`config.mk`:
```
export PLATFORM = sky130hd
export DESIGN_NAME = sudoku_board_dp
export DESIGN_NICKNAME = d
export VERILOG_FILES = /design/src/rtl/sudoku_pkg.sv /design/src/rtl/sudoku_cell_array.sv /design/src/rtl/sudoku_board_dp.sv
export SDC_FILE = /design/constraint.sdc
export NUM_CORES = 1
export LEC_CHECK = 0
export ABC_AREA = 1
export CORE_MARGIN = 10
export CORE_UTILIZATION = 61
export DETAILED_ROUTE_END_ITERATION = 10
export PLACE_DENSITY_LB_ADDON = 0.12
export SETUP_SLACK_MARGIN = 0.3
export SLEW_MARGIN = 10
export SYNTH_ARGS = -nofsm -noshare
export SYNTH_HDL_FRONTEND = slang
export SYNTH_HIERARCHICAL = 1
export SYNTH_SLANG_ARGS = --single-unit
```
`constraint.sdc`:
```
create_clock -name clka -period 8.5 [get_ports clka]
set_clock_uncertainty 0.1 [all_clocks]
set_input_delay 1.7 -clock clka [delete_from_list [all_inputs] [get_ports clka]]
set_output_delay 1.7 -clock clka [all_outputs]
set_load 0.01 [all_outputs]
```
`src/rtl/sudoku_pkg.sv`:
```
// rtl/sudoku_pkg.sv - shared state encoding, width helpers and constants for the Sudoku board datapath
package sudoku_pkg;

    typedef enum logic [1:0] {
        S_LOAD,
        S_READY,
        S_CHECK,
        S_DONE
    } state_t;

    localparam int EMPTY = 0;

    function automatic int f_cells(input int n);
        return n * n;
    endfunction

    function automatic int f_vw(input int n);
        return $clog2(n + 1);
    endfunction

    function automatic int f_iw(input int n);
        return $clog2(n * n);
    endfunction

    function automatic int f_cw(input int n);
        return $clog2(n * n + 1);
    endfunction

endpackage

```
`src/rtl/sudoku_cell_array.sv`:
```
// rtl/sudoku_cell_array.sv - solution/clue/user register file with one write port and combinational reads
module sudoku_cell_array
    import sudoku_pkg::*;
#(
    parameter  int N     = 4,
    localparam int CELLS = f_cells(N),
    localparam int VW    = f_vw(N),
    localparam int IW    = f_iw(N)
) (
    input  logic          i_clk,
    input  logic          i_rst_n,
    input  logic          i_load_en,
    input  logic [IW-1:0] i_load_idx,
    input  logic [VW-1:0] i_load_value,
    input  logic          i_load_given,
    input  logic          i_wr_en,
    input  logic [IW-1:0] i_wr_idx,
    input  logic [VW-1:0] i_wr_value,
    input  logic          i_clear,
    input  logic [IW-1:0] i_rd_idx,
    output logic [VW-1:0] o_rd_value,
    output logic          o_rd_given,
    input  logic [IW-1:0] i_scan_idx,
    output logic [VW-1:0] o_scan_user,
    output logic [VW-1:0] o_scan_sol,
    output logic [VW-1:0] o_wr_user,
    output logic          o_wr_given
);

    logic [VW-1:0]    r_sol  [CELLS];
    logic [VW-1:0]    r_user [CELLS];
    logic [CELLS-1:0] r_given;

    logic w_rd_ok;
    logic w_wr_idx_ok;

    // Clear outranks everything; the controller never asserts load and write together.
    always_ff @(posedge i_clk) begin
        if (!i_rst_n) begin
            r_given <= '0;
            for (int i = 0; i < CELLS; i++) begin
                r_sol[i]  <= VW'(EMPTY);
                r_user[i] <= VW'(EMPTY);
            end
        end else if (i_clear) begin
            for (int i = 0; i < CELLS; i++) begin
                if (!r_given[i]) begin
                    r_user[i] <= VW'(EMPTY);
                end
            end
        end else if (i_load_en) begin
            r_sol[i_load_idx]   <= i_load_value;
            r_given[i_load_idx] <= i_load_given;
            r_user[i_load_idx]  <= i_load_given ? i_load_value : VW'(EMPTY);
        end else if (i_wr_en) begin
            r_user[i_wr_idx] <= i_wr_value;
        end
    end

    assign w_rd_ok     = (int'(i_rd_idx) < CELLS);
    assign w_wr_idx_ok = (int'(i_wr_idx) < CELLS);

    assign o_rd_value  = w_rd_ok ? r_user[i_rd_idx] : VW'(EMPTY);
    assign o_rd_given  = w_rd_ok ? r_given[i_rd_idx] : 1'b0;
    assign o_scan_user = r_user[i_scan_idx];
    assign o_scan_sol  = r_sol[i_scan_idx];
    assign o_wr_user   = w_wr_idx_ok ? r_user[i_wr_idx] : VW'(EMPTY);
    assign o_wr_given  = w_wr_idx_ok ? r_given[i_wr_idx] : 1'b0;

endmodule

```
`src/rtl/sudoku_board_dp.sv`:
```
// rtl/sudoku_board_dp.sv - Sudoku board datapath: puzzle load, guarded player writes, sequential solution scan
module sudoku_board_dp
    import sudoku_pkg::*;
#(
    parameter  int N     = 4,
    localparam int CELLS = f_cells(N),
    localparam int VW    = f_vw(N),
    localparam int IW    = f_iw(N),
    localparam int CW    = f_cw(N)
) (
    input  logic          clka,
    input  logic          restart_n,
    input  logic          load_valid,
    output logic          load_ready,
    input  logic [VW-1:0] load_value,
    input  logic          load_given,
    input  logic          wr_en,
    input  logic [IW-1:0] wr_idx,
    input  logic [VW-1:0] wr_value,
    output logic          wr_ack,
    output logic          wr_rejected,
    input  logic          clear_user,
    input  logic          check_start,
    output logic          check_busy,
    output logic          check_done,
    output logic          solved,
    output logic [CW-1:0] mismatch_count,
    output logic [IW-1:0] first_mismatch_idx,
    output logic [CW-1:0] filled_count,
    input  logic [IW-1:0] rd_idx,
    output logic [VW-1:0] rd_value,
    output logic          rd_given
);

    state_t        r_state;
    logic [IW-1:0] r_cursor, r_scan_idx, r_scan_first, r_first;
    logic [CW-1:0] r_scan_cnt, r_clue_cnt, r_filled, r_mis_cnt;
    logic          r_load_ready, r_wr_ack, r_wr_rej, r_busy, r_done, r_solved;

    logic [VW-1:0] w_wr_old, w_scan_user, w_scan_sol;
    logic          w_wr_given, w_ready, w_load_fire, w_load_nz, w_load_last;
    logic          w_clear, w_wr_ok, w_scan_mis, w_scan_last;
    logic [CW-1:0] w_cnt_next;
    logic [IW-1:0] w_first_next;

    assign w_ready      = (r_state == S_READY);
    assign w_load_fire  = (r_state == S_LOAD) && load_valid && r_load_ready;
    assign w_load_nz    = load_given && (load_value != '0);
    assign w_load_last  = (r_cursor == IW'(CELLS - 1));
    assign w_clear      = w_ready && clear_user;
    assign w_wr_ok      = w_ready && wr_en && !clear_user && !w_wr_given
                          && (int'(wr_value) <= N) && (int'(wr_idx) < CELLS);
    assign w_scan_mis   = (w_scan_user != w_scan_sol);
    assign w_scan_last  = (r_scan_idx == IW'(CELLS - 1));
    assign w_cnt_next   = r_scan_cnt + CW'(w_scan_mis);
    assign w_first_next = (w_scan_mis && r_scan_cnt == '0) ? r_scan_idx : r_scan_first;

    sudoku_cell_array #(.N(N)) u_cells (
        .i_clk        (clka),
        .i_rst_n      (restart_n),
        .i_load_en    (w_load_fire),
        .i_load_idx   (r_cursor),
        .i_load_value (load_value),
        .i_load_given (load_given),
        .i_wr_en      (w_wr_ok),
        .i_wr_idx     (wr_idx),
        .i_wr_value   (wr_value),
        .i_clear      (w_clear),
        .i_rd_idx     (rd_idx),
        .o_rd_value   (rd_value),
        .o_rd_given   (rd_given),
        .i_scan_idx   (r_scan_idx),
        .o_scan_user  (w_scan_user),
        .o_scan_sol   (w_scan_sol),
        .o_wr_user    (w_wr_old),
        .o_wr_given   (w_wr_given)
    );

    always_ff @(posedge clka) begin
        if (!restart_n) begin
            r_state      <= S_LOAD;
            r_cursor     <= '0;
            r_scan_idx   <= '0;
            r_scan_first <= '0;
            r_scan_cnt   <= '0;
            r_clue_cnt   <= '0;
            r_filled     <= '0;
            r_load_ready <= 1'b1;
            r_wr_ack     <= 1'b0;
            r_wr_rej     <= 1'b0;
            r_busy       <= 1'b0;
            r_done       <= 1'b0;
            r_solved     <= 1'b0;
            r_mis_cnt    <= '0;
            r_first      <= '0;
        end else begin
            r_wr_ack <= 1'b0;
            r_wr_rej <= 1'b0;
            r_done   <= 1'b0;

            // Tracks nonzero user cells on the same edge the board changes.
            if (w_clear) begin
                r_filled <= r_clue_cnt;
            end else if (w_wr_ok) begin
                if (w_wr_old == '0 && wr_value != '0) begin
                    r_filled <= r_filled + CW'(1);
                end else if (w_wr_old != '0 && wr_value == '0) begin
                    r_filled <= r_filled - CW'(1);
                end
            end else if (w_load_fire && w_load_nz) begin
                r_filled <= r_filled + CW'(1);
            end

            case (r_state)
                S_LOAD: begin
                    if (w_load_fire) begin
                        r_cursor <= r_cursor + IW'(1);
                        if (w_load_nz) begin
                            r_clue_cnt <= r_clue_cnt + CW'(1);
                        end
                        if (w_load_last) begin
                            r_state      <= S_READY;
                            r_load_ready <= 1'b0;
                        end
                    end
                end
                S_READY: begin
                    if (wr_en) begin
                        r_wr_ack <= w_wr_ok;
                        r_wr_rej <= !w_wr_ok;
                    end
                    if (check_start) begin
                        r_state      <= S_CHECK;
                        r_busy       <= 1'b1;
                        r_scan_idx   <= '0;
                        r_scan_cnt   <= '0;
                        r_scan_first <= '0;
                    end
                end
                S_CHECK: begin
                    if (wr_en) begin
                        r_wr_rej <= 1'b1;
                    end
                    r_scan_cnt   <= w_cnt_next;
                    r_scan_first <= w_first_next;
                    r_scan_idx   <= r_scan_idx + IW'(1);
                    if (w_scan_last) begin
                        r_state   <= S_DONE;
                        r_busy    <= 1'b0;
                        r_done    <= 1'b1;
                        r_mis_cnt <= w_cnt_next;
                        r_solved  <= (w_cnt_next == '0);
                        r_first   <= w_first_next;
                    end
                end
                S_DONE: begin
                    if (wr_en) begin
                        r_wr_rej <= 1'b1;
                    end
                    r_state <= S_READY;
                end
                default: r_state <= S_LOAD;
            endcase
        end
    end

    assign load_ready         = r_load_ready;
    assign wr_ack             = r_wr_ack;
    assign wr_rejected        = r_wr_rej;
    assign check_busy         = r_busy;
    assign check_done         = r_done;
    assign solved             = r_solved;
    assign mismatch_count     = r_mis_cnt;
    assign first_mismatch_idx = r_first;
    assign filled_count       = r_filled;

endmodule

```
==> results.yml, run 1 <==
status:
  status: "finished clean"
sta:
  hold_viol_final: 0
  setup_viol: 0
  period_share_pct: 74.5
  finalCriticalPeriod_ps: 6330
  fmax_mhz: 158
  worstMarginPinSlew_ps: 1190
  relSlewSlack_pct: 20.3
  rsz0062_at_grt: "no"
  report.final.slew_viol_count: 0
  tns_ps: 0
run:
  maxCapViolCount: 0
global_routing:
  grt_pass1_wl_um: 38200
  met2_usage_pct: 36.8
  grt_usage_pct: 23.6
  grt-busiest-layer: "met2"
  grt_pass1_vias: 7433
  grt_max_degree: 102
  gr-usage-met1_pct: 30.9
  grt.met3_usage_pct: 6.00
  antenna_found_initial: 0
  grt_overflow: 0
yosys:
  yosys_warnings: 6
  syn_inst: 1196
  syn-mean-instance-area_um2: 7.72
  synth_cell_types: 38
  async_reset_ff_share_pct: 0
  synth_area_leaders: "edfxtp_1 (31%), dfxtp_1 (13%), nand2_1 (9.0%), nand3_1 (8.0%), nor2_1 (5.9%)"
  synthesis.area_um2: 9230
  synth-seq-cells: 156
  synth_commonest_cells: "nand2_1 (221), nand3_1 (148), nor2_1 (144)"
  ys.flop_type: "edfxtp_1"
  synth_most_common_cell: "nand2_1"
  syn-num-nets: 1230
  synth_area_leader_cell: "edfxtp_1"
  seq_area_frac_synth_pct: 44.2
  synth-edff-count: 96
  yosysTopAreaCellShare_pct: 31.2
final_layout:
  num_antenna_cells: 0
  drive_gt1_share_pct: 8.55
  stdcell_area_um2: 10100
  nets: 1226
  syn_to_final_growth_pct: 9.71
worst_setup_path:
  cp_common_cell: "nand2_1"
  cp_slowest_stage_delay_ps: 1260
  startpoint: "wr_idx[1]"
  worstPathArrival_ps: 6350
  critical_path_depth: 18
  path_delay_family: "simple AND/OR/NAND/NOR gates"
  startpoint_type: "input port"
  reg2regPathDepth: 15
  end_kind: "register"
  path_class: "input port to register"
  r2r_setup_slack_ps: 4570
  cp-endpoint: "u_cells/r_user[9][0]"
  path_buf_inv: 5
  path_cells: "clkdlybuf4s50_1 > inv_1 > o211ai_1 > nand3_1 > nand3_1 > nand2_1 > inv_1 > nand2_1 > nor2_4 > nand2_4 > inv_1 > inv_1 > nor2_1 > nand2_1 > nand2_1 > nand2_1 > nand3_1 > o21ai_0"
  cp_max_fo: 30
  regToRegEndpoint: "solved"
  reg2reg_from: "r_scan_idx[1]"
  critPathSlowestCell: "clkdlybuf4s50_1"
  required_ps: 8520
routing:
  antenna_left: 0
  via_per_inst: 6.00
  wl_um: 24000
  vias: 8337
  routedWlPerCell_um: 17.3
  first_iter_violations: 995
  drcViolationCount: 0
  firstDrtPassIters: 5
clock_tree:
  post_cts_buffers: 0
  insertion_delay_ps: 430
  htree_levels: 4
  cts.sinks: 156
  cts_resized: 0
  cts-root-buf: "clkbuf_16"
  hold_buffers: 0
  cts_tree: "yes"
  worst_setup_hold_path_clk_slew_ps: 60
  cts.path.max_buffers: 2
  cts_buffers: 17
place:
  dp_hpwl_um: 17000
  dpl_cell_area_um2: 9580
  gp_congestion: 0.927
  numPortBuffers: 44
min_path:
  min_from: "solved"
  hp-class: "register to register"
  worstHoldPathCells: 2
floorplanning:
  ioPinCount: 45
  fp.dieW_um: 143
  die_area_um2: 20500
  die_h_um: 143
  fp.coreArea_um2: 14700
  start_util_pct: 62.8
  rows: 44
power:
  vdd_ir_drop_max_mv: 0.189
  leakage_nw: 3.82
  p_per_area_nw_per_um2: 205
power breakdown:
group | total (mW) | leakage, nW | switching (mW) | internal [mW]
logic | 0.463 | 2.08 | 0.316 | 0.147
registers | 0.912 | 1.48 | 0.0442 | 0.867
clock network | 0.697 | 0.252 | 0.319 | 0.378
through the flow:
step	setup slack (ps)	cells	total power, mW	utilization (%)	hold slack (ps)
after floorplan	4030	1196	1.25	-	338
after global placement	2030	1357	1.37	65.2	354
after detailed placement	1850	1357	1.38	65.2	359
after CTS	2260	1389	2.07	68.9	368
after global routing	1750	1389	2.17	68.9	377
final	2170	1389	2.07	68.9	366
cell usage in the layout, fill, tap and decap left out, types with 2 or more instances in the layout:
cell type / instances
ha_1: 13
nor2_4: 2
o211ai_1: 72
a21oi_1: 73
clkinv_1: 4
nor2_1: 144
clkdlybuf4s50_1: 41
inv_6: 4
clkinv_2: 2
o21ai_0: 85
clkinv_4: 3
dfxtp_1: 59
buf_4: 4
nor2_2: 3
and2_1: 2
buf_2: 3
nand2_1: 221
inv_1: 114
clkinvlp_4: 4
nand2_2: 8
clkbuf_16: 17
xor2_1: 3
o21ai_1: 4
inv_2: 7
nand3_1: 148
nand4_1: 6
edfxtp_1: 96
a21oi_2: 2
xnor2_1: 6
nor3_2: 36
nor3_1: 5
o21ai_2: 2
worst reg2reg max path, stage by stage (launching register included):
cell	delay, ps
dfxtp_1	820
buf_4	440
inv_1	280
o211ai_1	160
nand3_1	120
nand3_1	130
nand2_1	150
xnor2_1	180
nand3_1	320
ha_1	340
ha_1	210
nand3_1	100
xnor2_1	90
nor2_1	180
nand3_1	100
a21oi_1	120
state kept, by name, summed over array words and instances (netlist names):
signal	count
check_busy	1
check_done	1
filled_count	5
first_mismatch_idx	4
load_ready	1
mismatch_count	5
r_clue_cnt	5
r_cursor	4
r_scan_cnt	5
r_scan_first	4
r_scan_idx	4
r_state	2
solved	1
u_cells/r_given	16
u_cells/r_sol	48
u_cells/r_user	48
wr_ack	1
wr_rejected	1
routing by layer:
layer  share of wire, %  up-vias
met3                9.5       43
met4                2.4        0
li1                   -     4057
met5                  0        -
met1                 43     3860
met2                 46      377
cells by family after synthesis:
family / after synthesis / synth area share (%)
buffers and inverters: 197 / 8.74
adder cells (fa/ha/maj): 13 / 1.76
flip-flops: 156 / 44.2
AND/OR/NAND/NOR: 581 / 29.2
XOR/XNOR: 9 / 0.854
AO/OA/AOI/OAI: 240 / 15.2
worst min-delay path by stage:
stage / slack, ps / end
floorplan: 340 / r_clue_cnt[4]
global placement: 350 / r_scan_first[0]
detailed placement: 360 / r_scan_first[0]
CTS: 370 / r_scan_first[0]
global route: 380 / r_scan_first[3]
finish: 370 / solved
final cells by class:
class	instances	area, um2
clock inverter	14	113
fill	1208	4570
multi-input combinational	843	4340
tap	184	230
timing repair buffer	48	455
inverter	126	474
clock buffer	18	429
sequential	156	4090
No activity file was read; power rests on OpenSTA's default activity.
==> inputs of run 2 (changes only) <==
==> constraint.sdc (replaced) <==
create_clock -name clka -period 6.2 [get_ports clka]
set_clock_uncertainty 0.1 [all_clocks]
set_input_delay 1.24 -clock clka [delete_from_list [all_inputs] [get_ports clka]]
set_output_delay 1.24 -clock clka [all_outputs]
set_load 0.01 [all_outputs]
==> run 2 against run 1 <==
Net effect: sequential share of layout area shrank 0.22 points; hold slack gained 3.9 ps; final area grew 0.54%.
==> results.yml, run 2 (synthesized netlist as in run 1, its figures left out) <==
status:
  status: "finished clean"
floorplanning:
  die_h_um: 143
  fp.coreArea_um2: 14700
  die_area_um2: 20500
  start_util_pct: 62.8
  rows: 44
  ioPinCount: 45
  fp.dieW_um: 143
routing:
  vias: 8365
  first_iter_violations: 1147
  routedWlPerCell_um: 17.4
  via_per_inst: 6.01
  wl_um: 24200
  firstDrtPassIters: 6
  drcViolationCount: 0
  antenna_left: 0
clock_tree:
  post_cts_buffers: 0
  cts-root-buf: "clkbuf_16"
  cts_tree: "yes"
  insertion_delay_ps: 430
  hold_buffers: 0
  htree_levels: 4
  cts_buffers: 17
  worst_setup_hold_path_clk_slew_ps: 60
  cts_resized: 0
  cts.sinks: 156
  cts.path.max_buffers: 2
final_layout:
  stdcell_area_um2: 10200
  fillers: 1221
  top_regs: "u_cells/r_sol: 48 flops, u_cells/r_user: 48 flops, u_cells/r_given: 16 flops"
  nets: 1227
  syn_to_final_growth_pct: 10.3
  final_common_cell: "nand2_1"
  final_cell_mix: "nand2_1 (221), nand3_1 (148), nor2_1 (144)"
  final_cells: 1391
  drive_gt1_share_pct: 8.54
worst_setup_path:
  cp_max_fo: 27
  path_class: "input port to primary output"
  end_kind: "primary output"
  startpoint_type: "input port"
  worstPathArrival_ps: 3850
  required_ps: 4860
power:
  vdd_ir_drop_max_mv: 0.191
  p_per_area_nw_per_um2: 287
  leakage_nw: 3.84
global_routing:
  grt_usage_pct: 24.0
  grt_max_degree: 69
  grt.met3_usage_pct: 7.13
  grt-busiest-layer: "met2"
  grt_overflow: 0
  gr-usage-met1_pct: 30.7
  grt_pass1_vias: 7756
  grt_pass1_wl_um: 39100
  antenna_found_initial: 1
  met2_usage_pct: 37.6
place:
  numPortBuffers: 44
  gp_congestion: 0.958
  dp_hpwl_um: 17000
  numPlacedInstances: 1358
  dpl_cell_area_um2: 9590
sta:
  tns_ps: 0
  relSlewSlack_pct: 27.3
  setup_viol: 0
  rsz0062_at_grt: "no"
  period_share_pct: 83.8
  hold_viol_final: 0
  fmax_mhz: 193
  report.final.slew_viol_count: 0
  worstMarginPinSlew_ps: 1090
  finalCriticalPeriod_ps: 5190
min_path:
  hp-class: "register to register"
run:
  maxCapViolCount: 0
## run 2: metrics by stage
step                hold slack (ps)  setup slack, ps  util (%)  power (mW)
finish                          370             1010      69.3        2.92
global route                    390              635      69.2        3.06
CTS                             369             1090      69.2        2.92
detailed placement              359              769      65.3        1.89
global placement                353              876      65.3        1.88
floorplan                       338             2190         -        1.72
## run 2: power breakdown
part / leakage [nW] / internal (mW) / total (mW) / switching [mW]
logic: 2.09 / 0.201 / 0.630 / 0.429
clock network: 0.271 / 0.607 / 1.04 / 0.429
registers: 1.48 / 1.19 / 1.26 / 0.0679
## run 2: final timing paths
kind,from,end,slack [ps],cells past startpoint
max,rd_idx[1],rd_value[0],1010,7
min,r_scan_first[1],r_scan_first[1],370,2
max reg2reg,r_scan_idx[0],solved,2220,15
min reg2reg,r_scan_first[1],r_scan_first[1],370,2
## run 2: worst max-delay path, stage by stage
cell             delay (ps)
clkdlybuf4s50_1        1190
inv_1                   380
o211ai_1                210
nand3_1                 160
nand3_1                 120
nand2_1                  60
clkdlybuf4s50_1         480
## run 2: layout make-up
class                   count  area, um2  share of cell area, %
repair buffers             49        463                   4.55
clock buffers              20        447                   4.39
multi-input cells         843       4340                   42.6
clock inverters            12        140                   1.38
well taps                 184        230                   2.26
inverters                 126        474                   4.66
diodes                      1       2.50                 0.0246
flip-flops and latches    156       4090                   40.1
## run 2: routing by layer
| layer | share of wire [%] | vias to the layer above |
|---|---|---|
| met5 | 0 | - |
| met4 | 2.8 | 0 |
| met1 | 41 | 3811 |
| met2 | 46 | 443 |
| met3 | 10 | 48 |
| li1 | - | 4063 |
==> inputs of run 3 (changes only) <==
--- a/config.mk
+++ b/config.mk
@@ -7,7 +7,7 @@
 export LEC_CHECK = 0
 export ABC_AREA = 1
 export CORE_MARGIN = 10
-export CORE_UTILIZATION = 61
+export CORE_UTILIZATION = 55
 export DETAILED_ROUTE_END_ITERATION = 10
 export PLACE_DENSITY_LB_ADDON = 0.12
 export SETUP_SLACK_MARGIN = 0.3
==> constraint.sdc (replaced) <==
create_clock -name clka -period 4.3 [get_ports clka]
set_clock_uncertainty 0.1 [all_clocks]
set_input_delay 0.86 -clock clka [delete_from_list [all_inputs] [get_ports clka]]
set_output_delay 0.86 -clock clka [all_outputs]
set_load 0.01 [all_outputs]
==> run 3 against run 2 <==
Net effect: via count shrank 0.55%; wire length grew 1.5%; final area grew 2.4%; highest routed layer unchanged; clock-buffer cell count grew 1; first-iteration DRC count shrank 33%; setup slack lost 570 ps; sequential share of layout area shrank 0.95 points; cell count grew 4.4%; critical path type is now input port to register; total power grew 45%; sequential power grew 44%.
==> results.yml, run 3 (synthesized netlist as in run 1, its figures left out) <==
status:
  status: "finished clean"
power:
  vdd_ir_drop_max_mv: 0.272
  report.power.total_mw: 4.23
  leakage_nw: 3.99
  p_per_area_nw_per_um2: 406
final_layout:
  stdcell_area_um2: 10400
  fillers: 1455
  final_cell_mix: "nand2_1 (221), nand3_1 (147), nor2_1 (144)"
  num_antenna_cells: 0
  final_common_cell: "nand2_1"
  drive_gt1_share_pct: 10.5
  top_regs: "u_cells/r_sol: 48 flops, u_cells/r_user: 48 flops, u_cells/r_given: 16 flops"
  nets: 1253
  utilization_pct: 63.1
  syn_to_final_growth_pct: 13.0
min_path:
  worstHoldPathCells: 2
  min_from: "r_scan_first[3]"
  hp-class: "register to register"
  hold-path-endpoint: "r_scan_first[3]"
sta:
  worstMarginPinSlew_ps: 825
  fmax_mhz: 259
  whs_ps: 369
  hold_viol_final: 0
  period_share_pct: 89.7
  finalWorstSetupSlack_ps: 442
  report.final.slew_viol_count: 0
  setup_viol: 0
  finalCriticalPeriod_ps: 3860
  rsz0062_at_grt: "no"
  relSlewSlack_pct: 45.0
global_routing:
  grt_overflow: 0
  antenna_found_initial: 0
  grt_max_degree: 69
  grt_pass1_wl_um: 38900
  grt_usage_pct: 22.1
  grt_pass1_vias: 7661
worst_setup_path:
  reg2reg_from: "r_scan_idx[0]"
  regToRegEndpoint: "solved"
  end_kind: "register"
  r2r_setup_slack_ps: 820
  required_ps: 4290
  worstPathArrival_ps: 3850
  path_class: "input port to register"
  startpoint_type: "input port"
  cp_max_fo: 11
  reg2regPathDepth: 15
clock_tree:
  cts_buffers: 17
  post_cts_buffers: 0
  cts.sinks: 156
  cts.path.max_buffers: 2
  hold_buffers: 0
  cts_tree: "yes"
  cts-root-buf: "clkbuf_16"
  worst_setup_hold_path_clk_slew_ps: 60
  insertion_delay_ps: 420
  htree_levels: 4
floorplanning:
  ioPinCount: 45
  rows: 47
  start_util_pct: 55.9
  fp.dieW_um: 150
  die_h_um: 150
  fp.coreArea_um2: 16500
  die_area_um2: 22400
routing:
  vias: 8319
  wl_um: 24600
  firstDrtPassIters: 8
  antenna_left: 0
  via_per_inst: 5.73
  drcViolationCount: 0
  first_iter_violations: 763
  routedWlPerCell_um: 16.9
place:
  gp_congestion: 0.924
  numPortBuffers: 44
  dp_hpwl_um: 18100
  place_ws_ps: -9.28
  dpl_cell_area_um2: 9830
run:
  maxCapViolCount: 0
run 3: final cells by class:
type | count | area, um2 | area share, %
Clock inverter | 11 | 139 | 1.33
Clock buffer | 21 | 450 | 4.32
Tap cell | 220 | 275 | 2.64
Inverter | 126 | 474 | 4.55
Timing Repair Buffer | 75 | 661 | 6.33
Sequential cell | 156 | 4090 | 39.2
Multi-Input combinational cell | 843 | 4340 | 41.7
run 3: layer usage:
layer  vias to the layer above  part of all wire (%)  global-route usage [%]
li1                       4107                     -                       -
met1                      3819                    44                    28.5
met2                       330                    45                    33.9
met3                        63                   8.1                    6.07
met4                         0                   3.5                    9.81
met5                         -                     0                       0
run 3: what timing repair did:
action | in CTS | in global routing
gates resized for setup | 0 | 10
hold endpoints to repair | 0 | 0
setup endpoints to repair | 0 | 82
run 3: critical path, stage by stage:
cell,delay (ps)
clkdlybuf4s50_1,580
inv_1,270
nand3_1,120
nand2_1,90
inv_1,50
nand2_1,100
nor2_4,50
nand2_4,80
inv_1,60
inv_1,80
nor2_1,60
buf_4,170
nand2_1,260
nand2_1,110
nand2_1,160
nand3_1,310
o21ai_1,420
run 3: worst max-delay path by stage:
| stage | startpoint | end | slack [ps] | depth (start not counted) |
|---|---|---|---|---|
| finish | wr_idx[3] | u_cells/r_user[7][2] | 440 | 17 |
| detailed placement | wr_idx[1] | u_cells/r_user[11][0] | -9 | 19 |
| global placement | wr_idx[1] | u_cells/r_user[15][2] | 110 | 19 |
| floorplan | wr_idx[0] | u_cells/r_user[4][0] | 670 | 20 |
| CTS | wr_idx[1] | u_cells/r_user[11][0] | 440 | 19 |
| global route | wr_idx[3] | u_cells/r_user[7][2] | 320 | 18 |
run 3: through the flow:
step,cells,TNS [ps]
2_1_floorplan,1196,0
3_3_place_gp,1420,0
3_5_place_dp,1420,-27.8
4_1_cts,1452,0
5_1_grt,1452,0
6_report,1452,0
run 3: report_power, final:
part | internal (mW) | switching (mW)
clock network | 0.882 | 0.614
registers | 1.71 | 0.0964
logic | 0.309 | 0.617
total | 2.91 | 1.33
